### src/rtl/reaction_pkg.sv
// ---------------------------------------------------------------------------
// reaction_pkg
//   Definitions shared by the reaction-time tester blocks (game control, Timer,
//   display): machine_state encodings, player identifiers, the default score
//   used for overflows and false starts, winner codes, and the winner decision.
// ---------------------------------------------------------------------------
package reaction_pkg;

  // machine_state encodings, observed by the Timer and the display
  localparam logic [2:0] ST_IDLE     = 3'd0;
  localparam logic [2:0] ST_WAIT     = 3'd1;
  localparam logic [2:0] ST_CLR_CNT1 = 3'd2;
  localparam logic [2:0] ST_START    = 3'd3;
  localparam logic [2:0] ST_STORAGE  = 3'd4;
  localparam logic [2:0] ST_CLR_CNT2 = 3'd5;
  localparam logic [2:0] ST_AVERAGE  = 3'd6;
  localparam logic [2:0] ST_COMPARE  = 3'd7;

  localparam logic PLAYER_A = 1'b1;
  localparam logic PLAYER_B = 1'b0;

  // Score (ms) charged for an overflow or a false start
  localparam int OVF_TIME_DEFAULT = 1000;

  localparam logic [1:0] WIN_NONE = 2'b00;
  localparam logic [1:0] WIN_A    = 2'b01;
  localparam logic [1:0] WIN_B    = 2'b10;
  localparam logic [1:0] WIN_TIE  = 2'b11;

  // Smaller average wins; equal averages are a tie
  function automatic logic [1:0] pick_winner(input logic [9:0] avg_a,
                                             input logic [9:0] avg_b);
    if (avg_a < avg_b)      return WIN_A;
    else if (avg_b < avg_a) return WIN_B;
    else                    return WIN_TIE;
  endfunction

endpackage

### src/rtl/score_accum.sv
// ---------------------------------------------------------------------------
// score_accum
//   Per-player score accumulator. Sums ROUNDS scores and, on request, latches
//   the truncated average sum / ROUNDS.
// Ports
//   clk        in   system clock
//   rstn       in   asynchronous active-low reset
//   clear_i    in   clear the running sum (start of a new game)
//   add_en_i   in   add score_i to the running sum this cycle
//   score_i    in   [9:0] score of the round just finished (ms)
//   avg_en_i   in   latch the average of the current sum into avg_o
//   avg_o      out  [9:0] registered average (ms)
// ---------------------------------------------------------------------------
module score_accum
  import reaction_pkg::*;
#(
  parameter int ROUNDS = 4
) (
  input  logic       clk,
  input  logic       rstn,
  input  logic       clear_i,
  input  logic       add_en_i,
  input  logic [9:0] score_i,
  input  logic       avg_en_i,
  output logic [9:0] avg_o
);

  localparam int SHIFT = $clog2(ROUNDS);
  // Every score fits in 10 bits, so SHIFT extra bits can never overflow
  localparam int SUM_W = 10 + SHIFT;

  logic [SUM_W-1:0] sum_q, sum_d;
  logic [9:0]       avg_q, avg_d;

  always_comb begin
    sum_d = sum_q;
    if (clear_i)       sum_d = '0;
    else if (add_en_i) sum_d = sum_q + SUM_W'(score_i);
  end

  // ROUNDS is a power of two, so dropping the low bits is the truncated mean
  always_comb begin
    avg_d = avg_q;
    if (avg_en_i) avg_d = sum_q[SUM_W-1:SHIFT];
  end

  always_ff @(posedge clk or negedge rstn) begin
    if (!rstn) begin
      sum_q <= '0;
      avg_q <= '0;
    end else begin
      sum_q <= sum_d;
      avg_q <= avg_d;
    end
  end

  assign avg_o = avg_q;

endmodule

### src/rtl/reaction_ctrl.sv
// ---------------------------------------------------------------------------
// reaction_ctrl
//   Game-control FSM of the two-player reaction-time tester. Drives
//   machine_state into the Timer and follows its handshakes, plays ROUNDS
//   rounds for player A then ROUNDS for player B, averages each player's
//   scores, picks the winner and holds the result until the next key_go.
// Ports
//   clk              in   1 kHz system clock
//   rstn             in   asynchronous active-low reset
//   key_go           in   start request pulse (honoured only in IDLE)
//   key_a, key_b     in   player reaction key pulses
//   signal_start     in   Timer: random delay elapsed (WAIT)
//   signal_cleared   in   Timer: counter is zero (CLR_CNT1 / CLR_CNT2)
//   signal_overflow  in   Timer: reaction count hit its limit (START)
//   react_time       in   [9:0] Timer: elapsed ms, stable in STORAGE
//   machine_state    out  [2:0] current state
//   player           out  1 = player A, 0 = player B
//   led_go           out  high only while in START
//   round_idx        out  [3:0] completed rounds of the current player
//   avg_a, avg_b     out  [9:0] per-player averages (ms)
//   winner           out  [1:0] 01 A, 10 B, 11 tie, 00 none
//   result_valid     out  averages and winner are valid
// ---------------------------------------------------------------------------
module reaction_ctrl
  import reaction_pkg::*;
#(
  parameter int ROUNDS   = 4,
  parameter int OVF_TIME = OVF_TIME_DEFAULT
) (
  input  logic       clk,
  input  logic       rstn,
  input  logic       key_go,
  input  logic       key_a,
  input  logic       key_b,
  input  logic       signal_start,
  input  logic       signal_cleared,
  input  logic       signal_overflow,
  input  logic [9:0] react_time,
  output logic [2:0] machine_state,
  output logic       player,
  output logic       led_go,
  output logic [3:0] round_idx,
  output logic [9:0] avg_a,
  output logic [9:0] avg_b,
  output logic [1:0] winner,
  output logic       result_valid
);

  localparam logic [3:0] LAST_ROUND = 4'(ROUNDS - 1);
  localparam logic [9:0] OVF_SCORE  = 10'(OVF_TIME);

  logic [2:0] state_q, state_d;
  logic       player_q, player_d;
  logic [3:0] round_q, round_d;
  logic       false_q, false_d;
  logic       ovf_q, ovf_d;
  logic [1:0] winner_q, winner_d;
  logic       valid_q, valid_d;
  logic       led_go_q, led_go_d;

  logic       clear_sums;
  logic       add_a, add_b;
  logic       avg_en;
  logic       act_key;
  logic [9:0] score;

  // Only the active player's key matters; the other key is ignored everywhere
  assign act_key = (player_q == PLAYER_A) ? key_a : key_b;

  // A penalised round (overflow or false start) scores the fixed penalty
  assign score = (ovf_q | false_q) ? OVF_SCORE : react_time;

  always_comb begin
    state_d    = state_q;
    player_d   = player_q;
    round_d    = round_q;
    false_d    = false_q;
    ovf_d      = ovf_q;
    winner_d   = winner_q;
    valid_d    = valid_q;
    clear_sums = 1'b0;
    add_a      = 1'b0;
    add_b      = 1'b0;
    avg_en     = 1'b0;

    case (state_q)
      ST_IDLE: begin
        if (key_go) begin
          state_d    = ST_WAIT;
          clear_sums = 1'b1;
          round_d    = '0;
          false_d    = 1'b0;
          ovf_d      = 1'b0;
          valid_d    = 1'b0;
          winner_d   = WIN_NONE;
          player_d   = PLAYER_A;
        end
      end
      ST_WAIT: begin
        // Pressing before the go light is a false start; sticky for the round
        if (act_key)      false_d = 1'b1;
        if (signal_start) state_d = ST_CLR_CNT1;
      end
      ST_CLR_CNT1: begin
        if (signal_cleared) state_d = ST_START;
      end
      ST_START: begin
        // A key in the same cycle as overflow counts as a real reaction
        if (act_key) begin
          state_d = ST_STORAGE;
          ovf_d   = 1'b0;
        end else if (signal_overflow) begin
          state_d = ST_STORAGE;
          ovf_d   = 1'b1;
        end
      end
      ST_STORAGE: begin
        add_a   = (player_q == PLAYER_A);
        add_b   = (player_q == PLAYER_B);
        false_d = 1'b0;
        ovf_d   = 1'b0;
        state_d = ST_CLR_CNT2;
      end
      ST_CLR_CNT2: begin
        if (signal_cleared) begin
          if (round_q < LAST_ROUND) begin
            round_d = round_q + 4'd1;
            state_d = ST_WAIT;
          end else if (player_q == PLAYER_A) begin
            player_d = PLAYER_B;
            round_d  = '0;
            state_d  = ST_WAIT;
          end else begin
            state_d = ST_AVERAGE;
          end
        end
      end
      ST_AVERAGE: begin
        avg_en  = 1'b1;
        state_d = ST_COMPARE;
      end
      ST_COMPARE: begin
        // Averages were latched by the accumulators on the AVERAGE edge
        winner_d = pick_winner(avg_a, avg_b);
        valid_d  = 1'b1;
        state_d  = ST_IDLE;
      end
      default: state_d = ST_IDLE;
    endcase
  end

  assign led_go_d = (state_d == ST_START);

  always_ff @(posedge clk or negedge rstn) begin
    if (!rstn) begin
      state_q  <= ST_IDLE;
      player_q <= PLAYER_A;
      round_q  <= '0;
      false_q  <= 1'b0;
      ovf_q    <= 1'b0;
      winner_q <= WIN_NONE;
      valid_q  <= 1'b0;
      led_go_q <= 1'b0;
    end else begin
      state_q  <= state_d;
      player_q <= player_d;
      round_q  <= round_d;
      false_q  <= false_d;
      ovf_q    <= ovf_d;
      winner_q <= winner_d;
      valid_q  <= valid_d;
      led_go_q <= led_go_d;
    end
  end

  score_accum #(.ROUNDS(ROUNDS)) u_accum_a (
    .clk      (clk),
    .rstn     (rstn),
    .clear_i  (clear_sums),
    .add_en_i (add_a),
    .score_i  (score),
    .avg_en_i (avg_en),
    .avg_o    (avg_a)
  );

  score_accum #(.ROUNDS(ROUNDS)) u_accum_b (
    .clk      (clk),
    .rstn     (rstn),
    .clear_i  (clear_sums),
    .add_en_i (add_b),
    .score_i  (score),
    .avg_en_i (avg_en),
    .avg_o    (avg_b)
  );

  assign machine_state = state_q;
  assign player        = player_q;
  assign led_go        = led_go_q;
  assign round_idx     = round_q;
  assign winner        = winner_q;
  assign result_valid  = valid_q;

endmodule

### config.mk
export PLATFORM = sky130hd
export DESIGN_NAME = reaction_ctrl
export DESIGN_NICKNAME = d
export VERILOG_FILES = /design/src/rtl/reaction_pkg.sv /design/src/rtl/score_accum.sv /design/src/rtl/reaction_ctrl.sv
export SDC_FILE = /design/constraint.sdc
export NUM_CORES = 1
export LEC_CHECK = 0
export ABC_AREA = 1
export CORE_AREA = 5 5 132 71
export CTS_CLUSTER_SIZE = 20
export DETAILED_ROUTE_END_ITERATION = 16
export DIE_AREA = 0 0 137 76
export PLACE_DENSITY = 0.72
export SYNTH_ARGS = -nofsm -noshare
export SYNTH_HDL_FRONTEND = slang
export SYNTH_HIERARCHICAL = 1
export SYNTH_SLANG_ARGS = --single-unit
### constraint.sdc
create_clock -name clk -period 3.17 [get_ports clk]
set_clock_uncertainty 0.1 [all_clocks]
set_input_delay 0.317 -clock clk [delete_from_list [all_inputs] [get_ports clk]]
set_output_delay 0.317 -clock clk [all_outputs]
set_load 0.005 [all_outputs]
# Word level (Yosys, flattened, before mapping)
# Cells that the tools add are included.
# Widths: inputs -> output; s select.
[totals]
regBits = 58
inputBits = 18
output_inout_bits = 32
elab_cells = 86
[classes]
add_sub_neg = 3
n_lt_le_gt_ge = 3
eq_ne = 14
muxes = 40
bitwise = 2
n_reduce_logical = 12
[op_table]
columns = ["cell", "count"]
rows = [
  ["$mux 12", 4],
  ["$add 12x10->12", 2],
  ["$mux 3", 8],
  ["$pmux 3 s8", 1],
  ["$lt 10x10->1", 2],
  ["$mux 4", 4],
  ["$mux 1", 14],
  ["$eq 3x3->1 const B", 4],
  ["$mux 10", 1],
  ["$eq 3x2->1 const B", 3],
  ["$ne 2x2->1 const B", 4],
  ["$pmux 4 s2", 1],
  ["$reduce_and 4->1", 2],
  ["$reduce_bool 2->1", 4],
  ["$ne 3x3->1 const B", 2],
  ["$pmux 1 s3", 2],
  ["$reduce_and 3->1", 2],
  ["$reduce_bool 3->1", 2],
  ["$add 4x1->4 const B", 1],
  ["$lt 4x2->1 const B", 1],
  ["$mux 2", 2],
  ["$pmux 1 s2", 2],
  ["$pmux 2 s2", 1],
  ["$eq 3x1->1 const B", 1],
  ["other kinds (4)", 4],
]

# Longest topological paths before layout
[logic_depth]
word_depth = 5
depth_mapped = 13
depth_no_buf = 13

# Modules after synthesis
# Netlist, hierarchy kept.
[by_module_without_submodules]
columns = ["module", "n_inst", "cells_per_inst", "area_each_um2", "seq_area_each_um2"]
rows = [
  ["score_accum", 2, 179, 1410.1, 550.5],
  ["reaction_ctrl", 1, 168, 1119.8, 351.6],
]

# Worst setup path after synthesis
# No wires, ideal clock.
[synth_path]
path_kind = "flip-flop to flip-flop"
startpoint = "register false_q"
endpoint = "register u_accum_a.sum_q[11]"
setup_time_ps = 119
arrival_time_ps = 1733
required_time_ps = 2951
path_slack_ps = 1218
path_stages_with_launch = 13
n_path_buf = 0
synth_period_minus_slack_ps = 1952
path_cell_list = "dfrtp_1 nor2_1 inv_1 or2_2 ha_1 nand2_1 inv_1 nand2_1 nand2_1 nand2_1 nand3_2 a21oi_1 nor2_1"
[synth_between]
elab_chain_cells = 5
[synth_rtl]
columns = ["element", "line", "text"]
rows = [
  ["from (decl)", "reaction_ctrl.sv:55", "logic false_q, false_d;"],
  ["from (signal assigned)", "reaction_ctrl.sv:168", "false_q <= false_d;"],
  ["$or 1x1->1", "reaction_ctrl.sv:71", "assign score = (ovf_q | false_q) ? OVF_SCORE : react_time;"],
  ["$mux 10", "reaction_ctrl.sv:71", ""],
  ["named net score[5]", "reaction_ctrl.sv:65", "logic [9:0] score;"],
  ["$add 12x10->12", "score_accum.sv:38", "else if (add_en_i) sum_d = sum_q + SUM_W'(score_i);"],
  ["$mux 12", "score_accum.sv:38", ""],
  ["$mux 12", "score_accum.sv:37", "if (clear_i) sum_d = '0;"],
  ["to (signal assigned)", "score_accum.sv:52", "sum_q <= sum_d;"],
  ["to (decl)", "score_accum.sv:32", "logic [SUM_W-1:0] sum_q, sum_d;"],
]
# The timed path passes the listed nets, and every way through them passes these cells. The select of a mux whose other input is x is not followed.
# A chain may end at the register's enable or synchronous reset.

# Final worst setup path
[layout_path]
startpoint = "register state_q[2], in the netlist machine_state[2]"
endpoint = "register u_accum_b.sum_q[3]"
[layout_between]
elab_chain_cells = 3
word_cells_on_any_way = 6
cone_classes = "eq/ne: 1; mux: 3; reduce/logical: 2"
[layout_rtl]
columns = ["element", "line", "text"]
rows = [
  ["from (decl)", "reaction_ctrl.sv:52", "logic [2:0] state_q, state_d;"],
  ["from (signal assigned)", "reaction_ctrl.sv:165", "state_q <= state_d;"],
  ["$logic_not 3->1 (*)", "reaction_ctrl.sv:86", "case (state_q)"],
  ["$mux 1 (*)", "reaction_ctrl.sv:86", ""],
  ["named net clear_sums", "reaction_ctrl.sv:61", "logic clear_sums;"],
  ["$mux 12 or $reduce_bool 2->1 (tied branches)", "n/a", ""],
  ["to (signal assigned)", "score_accum.sv:52", ""],
  ["to (decl)", "score_accum.sv:32", ""],
]
# The timed path passes the listed nets; every way through them passes the cells marked *.

==> impl_metrics.ini <==
[clocking]
clk_pin_slew_worst_paths_ps = 50
postCtsSetupBuffers = 0
cts_made_buffers = 9
clockBufferDepth = 2
cts_root_buf = clkbuf_16
h-tree-depth = 3
clock_latency_ps = 330
cts_sinks = 58
cts_tree = built

[cells_and_area]
seq_area_sq_um = 1450
fillers = 768
antenna_cells = 0
syn2layout_area_growth_pct = 23.9
multi_input_area_sq_um = 2140
drive_gt1_share_pct = 11.0
utilization_pct = 59.1
fin_nets = 638

[yosys]
synth_area_sq_um = 3940
ys_seq_area_share_pct = 36.9
synthCells = 526
synth_fp_nets = 577
yosysTopAreaCell = dfrtp_1
yosys_warnings = 6
ys.flop_type = dfrtp_1
syn_avg_cell_area_sq_um = 7.49
ys_ff_latch = 58
synth_largest_type_area_fraction_pct = 36.2
synth_cell_types = 32
synthArstFlopShare_pct = 100
synth_commonest_cells = nand2_1, inv_1, dfrtp_1
yosysMostFrequentCell = nand2_1
synth_area_leaders = dfrtp_1, nand2_1, ha_1, inv_1, nand3_1
synth_edf_count = 0

[sta]
rsz0062_at_grt = false
maxSlewHeadroom_pct = 48.8
period_minus_slack_ps = 2340
tightestPinTransition_ps = 767
finalHoldViolations = 0
slew_viol_final = 0
setup-tns-final_ps = 0
post-route-period-util_pct = 73.9
clock.fmax_mhz = 427
setup_violations = 0

[die]
die_area_sq_um = 10400
rows = 24
die_x_microns = 137
io_pins = 50
start_util_pct = 47.7
coreArea_sq_um = 8260
die_h_microns = 76

[routing]
drt-initial-drc-count = 218
wl_per_cell_microns = 15.4
viasPerCell = 5.24
num_vias = 3711
postRouteAntennaNets = 0
firstDrtPassIters = 5
wl_microns = 10900
drc = 0

[setup_path]
cp-end-kind = flop
cp-start-kind = flop
worstPathMaxFanout = 9
cp.required_ps = 3300
crit_arrival_ps = 2470
rrSetupSlack_ps = 830
critPathKind = reg -> reg

[global_route]
grt_max_degree = 31
grt_util_all_layers_pct = 21.6
grt_pass1_wl_microns = 17400
first_global_vias = 3423
overflow = 0
antenna_found_initial = 0

[pwr]
leakage_nw = 2.59
peakVddDrop_v = 0.000454
power.density_nw_per_um2 = 1120

[placement]
dp_hpwl_microns = 8570
gp_congestion = 0.920
port-buffer-count = 49

[hold_path]
hp-class = reg -> reg

[job]
maxCapViolations = 0

[run_status]
status = complete, no violations
## worst max-delay path, cell delays in order, from the launching register on
cell and delay (ps):
dfrtp_1 480, nor2_2 240, nand2_2 130, inv_1 70, nand2_1 110, inv_1 410
nor2_4 170, nor2_4 280, nand3_1 140, o21ai_0 110
## sequential cells by signal, summed over array words and instances (netlist names)
signal,count
u_accum_a/sum_q,12
u_accum_a/avg_o,10
winner,2
false_q,1
u_accum_b/sum_q,12
round_idx,4
result_valid,1
player,1
led_go,1
machine_state,3
u_accum_b/avg_o,10
ovf_q,1
## routing by layer
layer / global-route usage [%] / part of all wire [%]
met5: 0 / 0
met4: 5.08 / 1.2
met3: 6.40 / 9.1
met1: 33.5 / 50
met2: 29.2 / 40
## kinds of logic (layout without fill, tap and decap cells)
kind of cell / after synthesis / after routing / synth area share (%)
xor+xnor: 4 / 4 / 0.889
buf+inv: 92 / 157 / 8.83
mux: 12 / 12 / 3.43
flops: 58 / 58 / 36.9
simple gates: 271 / 271 / 30.9
compound gates: 56 / 56 / 8.22
fa+ha+maj: 33 / 33 / 10.9
## where the power goes
group	switching, W	internal (W)	leakage, nW	total, W
logic	0.00186	0.00128	1.72	0.00314
clock network	0.000333	0.000621	0.140	0.000954
registers	0.000310	0.00105	0.729	0.00136
total	0.00250	0.00295	2.59	0.00545
## final timing paths
path	startpoint	end	cells past startpoint
worst max-delay path	machine_state[2]	u_accum_b/sum_q[3]	9
worst min-delay path	result_valid	result_valid	2
worst max register to register	machine_state[2]	u_accum_b/sum_q[3]	9
min in group asynchronous	rstn	result_valid	2
max in group asynchronous	rstn	player	3
worst min register to register	result_valid	result_valid	2
## layout make-up
| type | count | share of cell area (%) |
|---|---|---|
| clock buffer | 10 | 4.90 |
| sequential | 58 | 29.8 |
| clock inverter | 5 | 1.13 |
| timing repair buffer | 52 | 10.5 |
| tap | 117 | 3.00 |
| inverter | 90 | 6.92 |
| multi-input combinational | 376 | 43.8 |
## cells in the final DEF, fill, tap and decap left out, types with 7 or more instances in the layout
master / instances
mux2_2: 12
nand3_2: 8
dfrtp_1: 57
a21oi_1: 25
nand3_1: 39
inv_1: 85
nand2_1: 142
clkbuf_16: 9
ha_1: 31
o22ai_1: 7
nor2_1: 51
o21ai_0: 8
clkdlybuf4s50_1: 48
## repair_timing
item,in CTS,in global routing
endpoints found under the hold margin,29,0
hold buffers,1,0
resized for setup,0,0
## stage by stage
| step | hold slack [ps] | power [W] | area (sq um) | instances | setup slack [ps] |
|---|---|---|---|---|---|
| 2_1_floorplan | -78.6 | 0.00341 | 3940 | 526 | 1220 |
| 6_report | 378 | 0.00545 | 4880 | 708 | 828 |
| 3_3_place_gp | 279 | 0.00432 | 4580 | 692 | 782 |
| 5_1_grt | 396 | 0.00591 | 4880 | 708 | 695 |
| 3_5_place_dp | 284 | 0.00442 | 4580 | 692 | 745 |
| 4_1_cts | 380 | 0.00542 | 4880 | 708 | 878 |
Note: power is estimated with default switching activity, not from simulation.
==> RTL change, RTL diff (same settings) <==
`ROUNDS` is set to 4 in 2 places; all go to 8.
--- a/src/rtl/score_accum.sv
+++ b/src/rtl/score_accum.sv
@@ -16,3 +16,3 @@
 #(
-  parameter int ROUNDS = 4
+  parameter int ROUNDS = 8
 ) (
--- a/src/rtl/reaction_ctrl.sv
+++ b/src/rtl/reaction_ctrl.sv
@@ -26,3 +26,3 @@
 #(
-  parameter int ROUNDS   = 4,
+  parameter int ROUNDS   = 8,
   parameter int OVF_TIME = OVF_TIME_DEFAULT
Formal check against the unedited RTL: same outputs for any inputs over 10 cycles, from zero or initial values and one cycle with rstn low; that may be too few to reach the edited logic, so the function may still have changed.
==> RTL change against the original RTL <==
Total power increased by 4.1%. Area after synthesis increased by 3.5%. Worst setup slack got worse by 0.14 ns. Largest power group unchanged. Clock power increased by 9%. Sequential cell count increased by 2. Cell area increased by 3.4%. Sequential power increased by 3%. Highest routed layer unchanged. Routed wire length increased by 3.6%.
==> RTL change: results (changes against the original RTL) <==
HP Class in2async; Max VDD drop 0.448 mV (-1.3%); FF+latch count 60 (+3.4%); # diodes 0 (unchanged); Synth cell types 31 (-3.1%); CP max FO 10 (+1); CP max stage delay 0.48 ns (about the same); wire length on met3 738 µm (-26%); Compound-Gate Fraction of Synth Area 8.37% (+0.15 points); post-cts resize count 0 (unchanged); H-tree level count 3 (unchanged); Syn Inst Count 550 (+4.6%); Reg2Reg Setup Slack 0.69 ns (-0.14 ns); Inst Count DP 716 (+3.5%); ratio of cells with drive above 1 in the final layout 10.7% (-0.28 points); status completed; Critical Path Start false_q; sequential fraction of the synthesis area 36.8% (about the same); post-cts hold buffer count 1 (unchanged); mux share of post-synthesis cell area 3.87% (+0.44 points); Synth area leaders dfrtp_1 36%, nand2_1 15%, ha_1 9.5%; Mapped Nets 601 (+4.2%); GRT Util Overall 22.8% (+1.1 points); fraction of registers with async set/reset 100% (unchanged); NonClk Buf Share 10.1% (-0.34 points); largest net degree at the start of global routing 43 (+39%); arrival time at the worst endpoint 2.59 ns (+0.12 ns); Detail Placement HPWL 8810 µm (+2.8%); r2r worst-path depth 13 (+4); largest registers u_accum_a/sum_q x13, u_accum_b/sum_q x13; Metal-1 WL 5600 µm (+3.6%); Multi-input comb cells 403 (+7.2%); FILL cells 749 (-2.5%); CP max-delay cell fa_1; fraction of area in registers 29.8% (about the same); routed vias/inst 5.30 (+1.1%); initial drt markers 342 (+57%); nets@finish 662 (+3.8%); clk tree area frac 6.30% (+0.27 points); synth cell count leaders 167 x nand2_1, 82 x inv_1, 59 x dfrtp_1, 56 x nor2_1, 37 x nand3_1; grt met1 use 34.0% (+0.51 points); routing usage on met2 33.5% (+4.3 points); XOR/XNOR share of the synthesized area 0.429% (-0.46 points); first-pass GRT wire length 18600 µm (+7.0%); Rel. slew slack 63.2% (+14 points); vias in the first global route 3717 (+8.6%); global placer's final weighted congestion 0.920 (about the same); FF-to-FF End u_accum_a/sum_q[6]; fraction of area in multi-input gates 44.6% (+0.75 points); routed wire length 11300 µm (+3.6%); LEAKAGE 2.65 nW (+2.3%); met3 Use GR 5.67% (-0.73 points); IO Port Bufs 49 (unchanged); vias 3885 (+4.7%); inverters 85 (-5.6%); DR WL met2 4840 µm (+11%); initial antenna violation count 0 (unchanged); Synth Area in Adders 10.5% (-0.37 points)
-- RTL change: worst max-delay path: cells and delay by family (launching register included) --
kind	cells	cell delay, ns
and+or+nand+nor	8	0.93
DFF	1	0.38
buffers and inverters	3	0.39
AOI/OAI and AO/OA	1	0.08
adders and majority gates	1	0.48
-- RTL change: where the power goes --
part           internal (mW)  leakage, nW  total [mW]  switching, mW
clock                  0.687        0.149        1.04          0.352
combinational           1.28         1.73        3.23           1.95
sequential              1.09        0.768        1.40          0.312
-- RTL change: through the flow --
step / util, % / total power, mW / setup slack [ns] / hold slack [ns] / area (µm²)
3_5_place_dp: 57.1 / 4.58 / 0.614 / 0.185 / 4720
6_report: 61.1 / 5.67 / 0.686 / 0.359 / 5050
3_3_place_gp: 57.1 / 4.44 / 0.702 / 0.178 / 4720
4_1_cts: 61.1 / 5.64 / 0.696 / 0.363 / 5050
5_1_grt: 61.1 / 6.16 / 0.435 / 0.410 / 5050
2_1_floorplan: - / 3.52 / 1.14 / -0.0786 / 4080
